--- src/rtl/mem_arb_pkg.sv ---
// Shared state/grant encodings and default widths for the memory port arbiter.
// Latency: n/a (types and constants only).
// Backpressure: n/a.
package mem_arb_pkg;

    localparam int DEF_ADDR_WIDTH   = 32;
    localparam int DEF_DATA_WIDTH   = 32;
    localparam int DEF_MAX_D_STREAK = 4;

    // Arbiter transaction state: at most one memory access in flight.
    typedef enum logic [1:0] {
        IDLE   = 2'd0,
        WAIT_I = 2'd1,
        WAIT_D = 2'd2
    } state_t;

    // Requester selected for the memory port this cycle.
    typedef enum logic [1:0] {
        GNT_NONE = 2'd0,
        GNT_I    = 2'd1,
        GNT_D    = 2'd2
    } gnt_t;

endpackage

--- src/rtl/mem_arb_priority.sv ---
// Fixed-priority grant select: data wins unless a waiting fetch has been starved.
// Latency: purely combinational, zero cycles.
// Backpressure: none; the caller decides whether the selection is accepted.
//
// Ports:
//   if_req      - fetch requester wants the port
//   d_req       - data requester wants the port
//   streak_full - data has already won the maximum run of grants against a pending fetch
//   gnt         - selected requester (GNT_NONE when nobody asks)
module mem_arb_priority
    import mem_arb_pkg::*;
(
    input  logic if_req,
    input  logic d_req,
    input  logic streak_full,
    output gnt_t gnt
);

    always_comb begin
        gnt = GNT_NONE;
        if (d_req && !(if_req && streak_full)) begin
            gnt = GNT_D;
        end else if (if_req) begin
            gnt = GNT_I;
        end
    end

endmodule

--- src/rtl/mem_port_arbiter.sv ---
// Shares one single-ported memory between the fetch and data requesters, one access in flight.
// Latency: request presented combinationally to memory; response forwarded combinationally, >=2 cycles req-to-resp.
// Backpressure: mem_gnt low holds mem_req/address/data; requesters see x_stall until their x_resp_valid pulse.
//
// Ports:
//   clk, reset                         - clock, synchronous active-high reset (forces all outputs to 0)
//   if_req/if_addr                     - fetch request, held until if_resp_valid
//   if_resp_valid/if_rdata/if_stall    - fetch response pulse, instruction word, stall
//   d_req/d_we/d_addr/d_wdata          - data request, held until d_resp_valid
//   d_resp_valid/d_rdata/d_stall       - data response pulse, load data (0 for writes), stall
//   mem_req/mem_we/mem_addr/mem_wdata  - memory command, accepted on mem_req & mem_gnt
//   mem_gnt                            - memory accepts the command
//   mem_resp_valid/mem_rdata           - memory response pulse and read data
module mem_port_arbiter
    import mem_arb_pkg::*;
#(
    parameter int ADDR_WIDTH   = DEF_ADDR_WIDTH,
    parameter int DATA_WIDTH   = DEF_DATA_WIDTH,
    parameter int MAX_D_STREAK = DEF_MAX_D_STREAK
) (
    input  logic                  clk,
    input  logic                  reset,

    input  logic                  if_req,
    input  logic [ADDR_WIDTH-1:0] if_addr,
    output logic                  if_resp_valid,
    output logic [DATA_WIDTH-1:0] if_rdata,
    output logic                  if_stall,

    input  logic                  d_req,
    input  logic                  d_we,
    input  logic [ADDR_WIDTH-1:0] d_addr,
    input  logic [DATA_WIDTH-1:0] d_wdata,
    output logic                  d_resp_valid,
    output logic [DATA_WIDTH-1:0] d_rdata,
    output logic                  d_stall,

    output logic                  mem_req,
    output logic                  mem_we,
    output logic [ADDR_WIDTH-1:0] mem_addr,
    output logic [DATA_WIDTH-1:0] mem_wdata,
    input  logic                  mem_gnt,
    input  logic                  mem_resp_valid,
    input  logic [DATA_WIDTH-1:0] mem_rdata
);

    localparam int SW = $clog2(MAX_D_STREAK + 1);

    state_t        state;
    state_t        state_n;
    gnt_t          gnt;
    logic [SW-1:0] d_streak;
    logic          streak_full;
    logic          i_hs;
    logic          d_hs;

    assign streak_full = (d_streak == SW'(MAX_D_STREAK));

    mem_arb_priority u_priority (
        .if_req      (if_req),
        .d_req       (d_req),
        .streak_full (streak_full),
        .gnt         (gnt)
    );

    // Handshakes only happen from IDLE; the WAIT states never drive mem_req.
    assign i_hs = (state == IDLE) && (gnt == GNT_I) && mem_gnt;
    assign d_hs = (state == IDLE) && (gnt == GNT_D) && mem_gnt;

    always_ff @(posedge clk) begin
        if (reset) begin
            state    <= IDLE;
            d_streak <= '0;
        end else begin
            state <= state_n;
            if (i_hs) begin
                d_streak <= '0;
            end else if (d_hs) begin
                // The streak only measures data wins against a fetch that is actually waiting.
                if (!if_req) begin
                    d_streak <= '0;
                end else if (!streak_full) begin
                    d_streak <= d_streak + SW'(1);
                end
            end
        end
    end

    always_comb begin
        state_n       = state;
        mem_req       = 1'b0;
        mem_we        = 1'b0;
        mem_addr      = '0;
        mem_wdata     = '0;
        if_resp_valid = 1'b0;
        if_rdata      = '0;
        d_resp_valid  = 1'b0;
        d_rdata       = '0;
        if_stall      = 1'b0;
        d_stall       = 1'b0;

        case (state)
            IDLE: begin
                // Responses arriving here are strays and are dropped.
                case (gnt)
                    GNT_D: begin
                        mem_req   = 1'b1;
                        mem_we    = d_we;
                        mem_addr  = d_addr;
                        mem_wdata = d_wdata;
                        if (mem_gnt) state_n = WAIT_D;
                    end
                    GNT_I: begin
                        mem_req  = 1'b1;
                        mem_addr = if_addr;
                        if (mem_gnt) state_n = WAIT_I;
                    end
                    default: ;
                endcase
            end
            WAIT_I: begin
                if_resp_valid = mem_resp_valid;
                if (mem_resp_valid) begin
                    if_rdata = mem_rdata;
                    state_n  = IDLE;
                end
            end
            WAIT_D: begin
                d_resp_valid = mem_resp_valid;
                if (mem_resp_valid) begin
                    // d_we is still held by the requester, so it qualifies the load data here.
                    d_rdata = d_we ? '0 : mem_rdata;
                    state_n = IDLE;
                end
            end
            default: state_n = IDLE;
        endcase

        if (reset) begin
            mem_req       = 1'b0;
            mem_we        = 1'b0;
            mem_addr      = '0;
            mem_wdata     = '0;
            if_resp_valid = 1'b0;
            if_rdata      = '0;
            d_resp_valid  = 1'b0;
            d_rdata       = '0;
        end else begin
            if_stall = if_req & ~if_resp_valid;
            d_stall  = d_req & ~d_resp_valid;
        end
    end

endmodule

--- config.mk ---
export PLATFORM = sky130hd
export DESIGN_NAME = mem_port_arbiter
export DESIGN_NICKNAME = d
export VERILOG_FILES = /design/src/rtl/mem_arb_pkg.sv /design/src/rtl/mem_arb_priority.sv /design/src/rtl/mem_port_arbiter.sv
export SDC_FILE = /design/constraint.sdc
export NUM_CORES = 1
export LEC_CHECK = 0
export ABC_AREA = 1
export BUFFER_PORTS_ARGS = -buffer_cell sky130_fd_sc_hd__buf_4
export CORE_AREA = 2 2 103 105
export DETAILED_ROUTE_END_ITERATION = 10
export DIE_AREA = 0 0 105 107
export SLEW_MARGIN = 20
export SYNTH_ARGS = -nofsm -noshare
export SYNTH_HDL_FRONTEND = slang
export SYNTH_SLANG_ARGS = --single-unit
--- constraint.sdc ---
create_clock -name clk -period 3 [get_ports clk]
set_clock_uncertainty 0.1 [all_clocks]
set_input_delay 0.6 -clock clk [delete_from_list [all_inputs] [get_ports clk]]
set_output_delay 0.6 -clock clk [all_outputs]
set_load 0.02 [all_outputs]
; After elaboration in Yosys (flattened, before gate mapping)
; Cells that the tools add are included.
[classes]
addsub = 1
n_eq_ne = 10
mux = 34
bitwise_logic = 4
n_reduce_logical = 13
[op_table]
columns = cell, count
row1 = $mux W32, 12
row2 = $pmux W32 S2, 1
row3 = $mux W1, 13
row4 = $mux W2, 4
row5 = $pmux W2 S2, 2
row6 = $logic_and A1 B1 Y1, 6
row7 = $mux W3, 2
row8 = $ne A3 B3 Y1 const B, 2
row9 = $reduce_or A2 Y1, 3
row10 = $eq A2 B1 Y1 const B, 2
row11 = $eq A2 B2 Y1 const B, 2
row12 = $reduce_and A4 Y1, 1
row13 = $add A3 B1 Y3 const B, 1
row14 = $eq A3 B3 Y1 const B, 1
row15 = $ne A3 B1 Y1 const B, 1
row16 = $and A1 B1 Y1, 2
row17 = $logic_not A2 Y1, 1
row18 = $ne A2 B1 Y1 const B, 1
row19 = $ne A2 B2 Y1 const B, 1
row20 = $not A1 Y1, 2
row21 = $reduce_and A2 Y1, 1
row22 = $logic_not A1 Y1, 1
[totals]
regBits = 5
inputBits = 135
out_inout_bits = 134
elab_cells = 64

; Logic depth before layout (Yosys ltp)
[logic_depth]
ltp_word = 10
depth_mapped = 11
ltp_nobuf = 11

; Hierarchy
; From an unflattened synthesis, not the netlist that was laid out.
[hier_totals]
cells_unflattened = 364
hier_area_um2 = 1796.7
[by_module_without_submodules]
columns = module, instances, cells_per_inst, area_each_um2, seq_area_each_um2
row1 = mem_port_arbiter, 1, 360, 1769.2, 100.1
row2 = mem_arb_priority, 1, 4, 27.5, 0.0

; Worst setup path before layout
; OpenSTA, ideal clock, no wires.
[synth_path]
path_kind = input to output
from = input port reset
to = output port mem_wdata[25]
t_arrival_ps = 1642
required_ps = 2300
setup_slack_ps = 658
path_stages = 5
path_buffers = 2
cell_sequence = inv_1 nand2_1 buf_2 buf_2 nor3b_1
[synth_via]
elab_chain_cells = 1
[synth_lines]
columns = item, line_no
row1 = from (decl), mem_port_arbiter.sv:22  ; input logic reset,
row2 = $mux W32, mem_port_arbiter.sv:139  ; if (reset) begin
row3 = to (decl), mem_port_arbiter.sv:41  ; output logic [DATA_WIDTH-1:0] mem_wdata,
; No other way between the ends.

; Final worst setup path
[layout_path]
from = register d_streak[0]
to = output port mem_addr[0]
[layout_via]
elab_chain_cells = 9
elab_cells_between_ends = 10
cone_classes = eq/ne: 3 / mux: 4 / reduce/logical: 3
[layout_lines]
columns = item, line_no
row1 = from (decl), mem_port_arbiter.sv:52  ; logic [SW-1:0] d_streak;
row2 = from (signal assigned), mem_port_arbiter.sv:83  ; d_streak <= d_streak + SW'(1);
row3 = $eq A3 B3 Y1 *, mem_port_arbiter.sv:57  ; assign streak_full = (d_streak == SW'(MAX_D_STREAK));
row4 = $logic_and A1 B1 Y1 *, mem_arb_priority.sv:21  ; if (d_req && !(if_req && streak_full)) begin
row5 = $logic_not A1 Y1 *, mem_arb_priority.sv:21
row6 = $logic_and A1 B1 Y1 *, mem_arb_priority.sv:21
row7 = $mux W2 *, mem_arb_priority.sv:21
row8 = $eq A2 B1 Y1 / $eq A2 B2 Y1 (equally long branches), mem_port_arbiter.sv:105  ; case (gnt)
row9 = $pmux W32 S2 *, mem_port_arbiter.sv:105
row10 = $mux W32 *, mem_port_arbiter.sv:102  ; case (state)
row11 = $mux W32 *, mem_port_arbiter.sv:139
row12 = to (decl), mem_port_arbiter.sv:40  ; output logic [ADDR_WIDTH-1:0] mem_addr,
; Every way passes the cells marked *; elsewhere a longest branch is shown, timed or not.

==> impl_metrics.json <==
{
  "syn-cell-area_um2": 1610,
  "syn_to_final_growth_pct": 134,
  "ios": 269,
  "ant_nets": 0,
  "dieArea_um2": 11200,
  "ys_seq_elements": 5,
  "synth.avg_cell_area_um2": 5.06,
  "clock-sinks": 5,
  "crit_chain": "inv_1 -> ha_1 -> nand3_1 -> nand2_2 -> inv_2 -> nand2_1 -> a21oi_1 -> buf_4",
  "drt_iter0_drc": 168,
  "cts_tree": "yes",
  "drive_gt1_share_pct": 50.7,
  "maxCapViolCount": 0,
  "synth.net_count": 457,
  "grt_pass1_vias": 2732,
  "grt_pass1_wl_um": 12900,
  "port_buffers": 268,
  "antennaDiodeCount": 0,
  "cellLeakagePower_nw": 2.08,
  "core_um2": 10100,
  "synth_warnings": 0,
  "start_util_pct": 15.9,
  "gp_congestion": 0.866,
  "synthTopCellsByArea": "nand2_1 (19%), nor3b_1 (15%), a21oi_1 (12%), nor3_1 (10%), inv_1 (10%)",
  "rsz0062_at_grt": "false",
  "yosysSeqAreaShare_pct": 6.24,
  "drt_pass1_iterations": 4,
  "ctsHoldBuffers": 0,
  "place_area_um2": 3700,
  "max_stage_delay_ns": 0.43,
  "grt_usage_pct": 13.5,
  "utilization_pct": 37.2,
  "routed_wl_um": 8620,
  "fp.dieW_um": 105,
  "crit_fanout": 33,
  "fin_cells": 706,
  "cts_resized": 0,
  "start_kind": "register",
  "dp.cells": 702,
  "end_kind": "primary output",
  "holdCritPathClass": "register to register",
  "fin_ws_ns": 0.300,
  "p_total_mw": 1.30,
  "finalCriticalPeriod_ns": 2.70,
  "crit_required_ns": 2.30,
  "finalSetupViolCount": 0,
  "synth.most_common_cell": "nand2_1",
  "layout.nets": 711,
  "finalHoldViolCount": 0,
  "worstSetupPathType": "register to primary output",
  "drc_errors": 0,
  "row_count": 37,
  "ir_drop_v": 0.000294,
  "fp.dieH_um": 107,
  "post_cts_buffers": 0,
  "antenna_found_initial": 0,
  "numCtsBuffers": 3,
  "dpl_worst_slack_ns": 0.427,
  "finalSetupTns_ns": 0,
  "fmax_ghz": 0.370,
  "clk_latency_ns": 0.23,
  "async_flop_share_pct": 0,
  "worst_pin_slew_ns": 0.667,
  "fillers": 1078,
  "grt_max_degree": 67,
  "wire_per_inst_um": 12.2,
  "ys_top_cells_by_count": "nand2_1 (80), inv_1 (43), nor2_1 (40)",
  "overflow": 0,
  "arrival_ns": 2.00,
  "synth_edf_count": 0,
  "path_clk_slew_ns": 0.04,
  "holdWs_ns": 0.386,
  "power_density_nw_per_um2": 348,
  "status": "finished, final reports clean",
  "vias_per_cell": 4.23,
  "hpwlAfterDp_um": 6930,
  "synth_cell_types": 19,
  "dr_total_vias": 2985,
  "cts_root_buf": "clkbuf_8",
  "fin_crit_sh_pct": 90.0,
  "htreeDepth": 1,
  "finalInstanceArea_um2": 3750,
  "synth.top_cell.area_share_pct": 18.7,
  "drv_slew": 0,
  "synth.largest_area_cell": "nand2_1",
  "clockBufferDepth": 2,
  "cpMaxStageDelayCell": "inv_2",
  "synthCells": 317,
  "synthFlopType": "dfxtp_1",
  "slew_headroom_pct": 55.5
}
## path summary, 6_finish.rpt
check	slack, ns	depth (start not counted)	from	endpoint
setup / recovery	0.30	8	d_streak[0]	mem_addr[0]
hold / removal	0.39	2	d_streak[0]	d_streak[0]
setup reg to reg	1.11	10	d_streak[0]	d_streak[2]
hold reg to reg	0.39	2	d_streak[0]	d_streak[0]
## worst max-delay path: cells and delay by family, from the launching register on
family,cells,cell delay [ns]
adders and majority gates,1,0.21
DFF,1,0.34
buffers and inverters,3,0.70
and+or+nand+nor,3,0.26
AOI/OAI and AO/OA,1,0.26
## where the power goes
| group | switching, mW | internal (mW) |
|---|---|---|
| logic | 0.644 | 0.441 |
| registers | 0.00725 | 0.0809 |
| clock network | 0.0382 | 0.0917 |
| total | 0.690 | 0.613 |
## final cells by class
| type | count | area [um2] | share of cell area, % |
|---|---|---|---|
| clock buffer | 4 | 45.0 | 1.20 |
| inverter | 46 | 173 | 4.60 |
| multi-input combinational | 241 | 1200 | 32.1 |
| sequential | 5 | 100 | 2.67 |
| tap | 136 | 170 | 4.54 |
| timing repair buffer | 274 | 2060 | 54.9 |
## routing by layer
metal / vias up / wire, um / global-route usage (%)
met1: 1326 / 3280 / 16.0
met3: 13 / 660 / 3.16
met4: 0 / 95 / 2.19
met2: 147 / 4580 / 25.1
met5: - / 0 / 0
li1: 1499 / - / -
## cells by family after synthesis
kind of cell               count (synthesis)  share of synthesized area (%)
and+or+nand+nor                          196                           57.6
buffers and inverters                     71                           18.9
AOI/OAI and AO/OA                         39                           12.9
adders and majority gates                  5                           3.90
DFF                                        5                           6.24
xor gates and xnor gates                   1                          0.546
## placed cells by master, fill, tap and decap left out
cell type    n
nor3b_1     32
a21oi_1     37
clkbuf_8     3
buf_4      274
nand3_1      4
clkbuf_1     1
nor2_1      40
xor2_1       1
ha_1         5
a21oi_4      1
nor3_1      33
inv_2        3
nor2_2       4
dfxtp_1      5
nand2_4      1
nand2_1     79
nand2_2      3
o21ai_1      1
inv_1       43
## registers in the layout (all words and copies together), names as in the netlist
register	count
d_streak	3
state	2
Power figures use the tool's default switching activity.
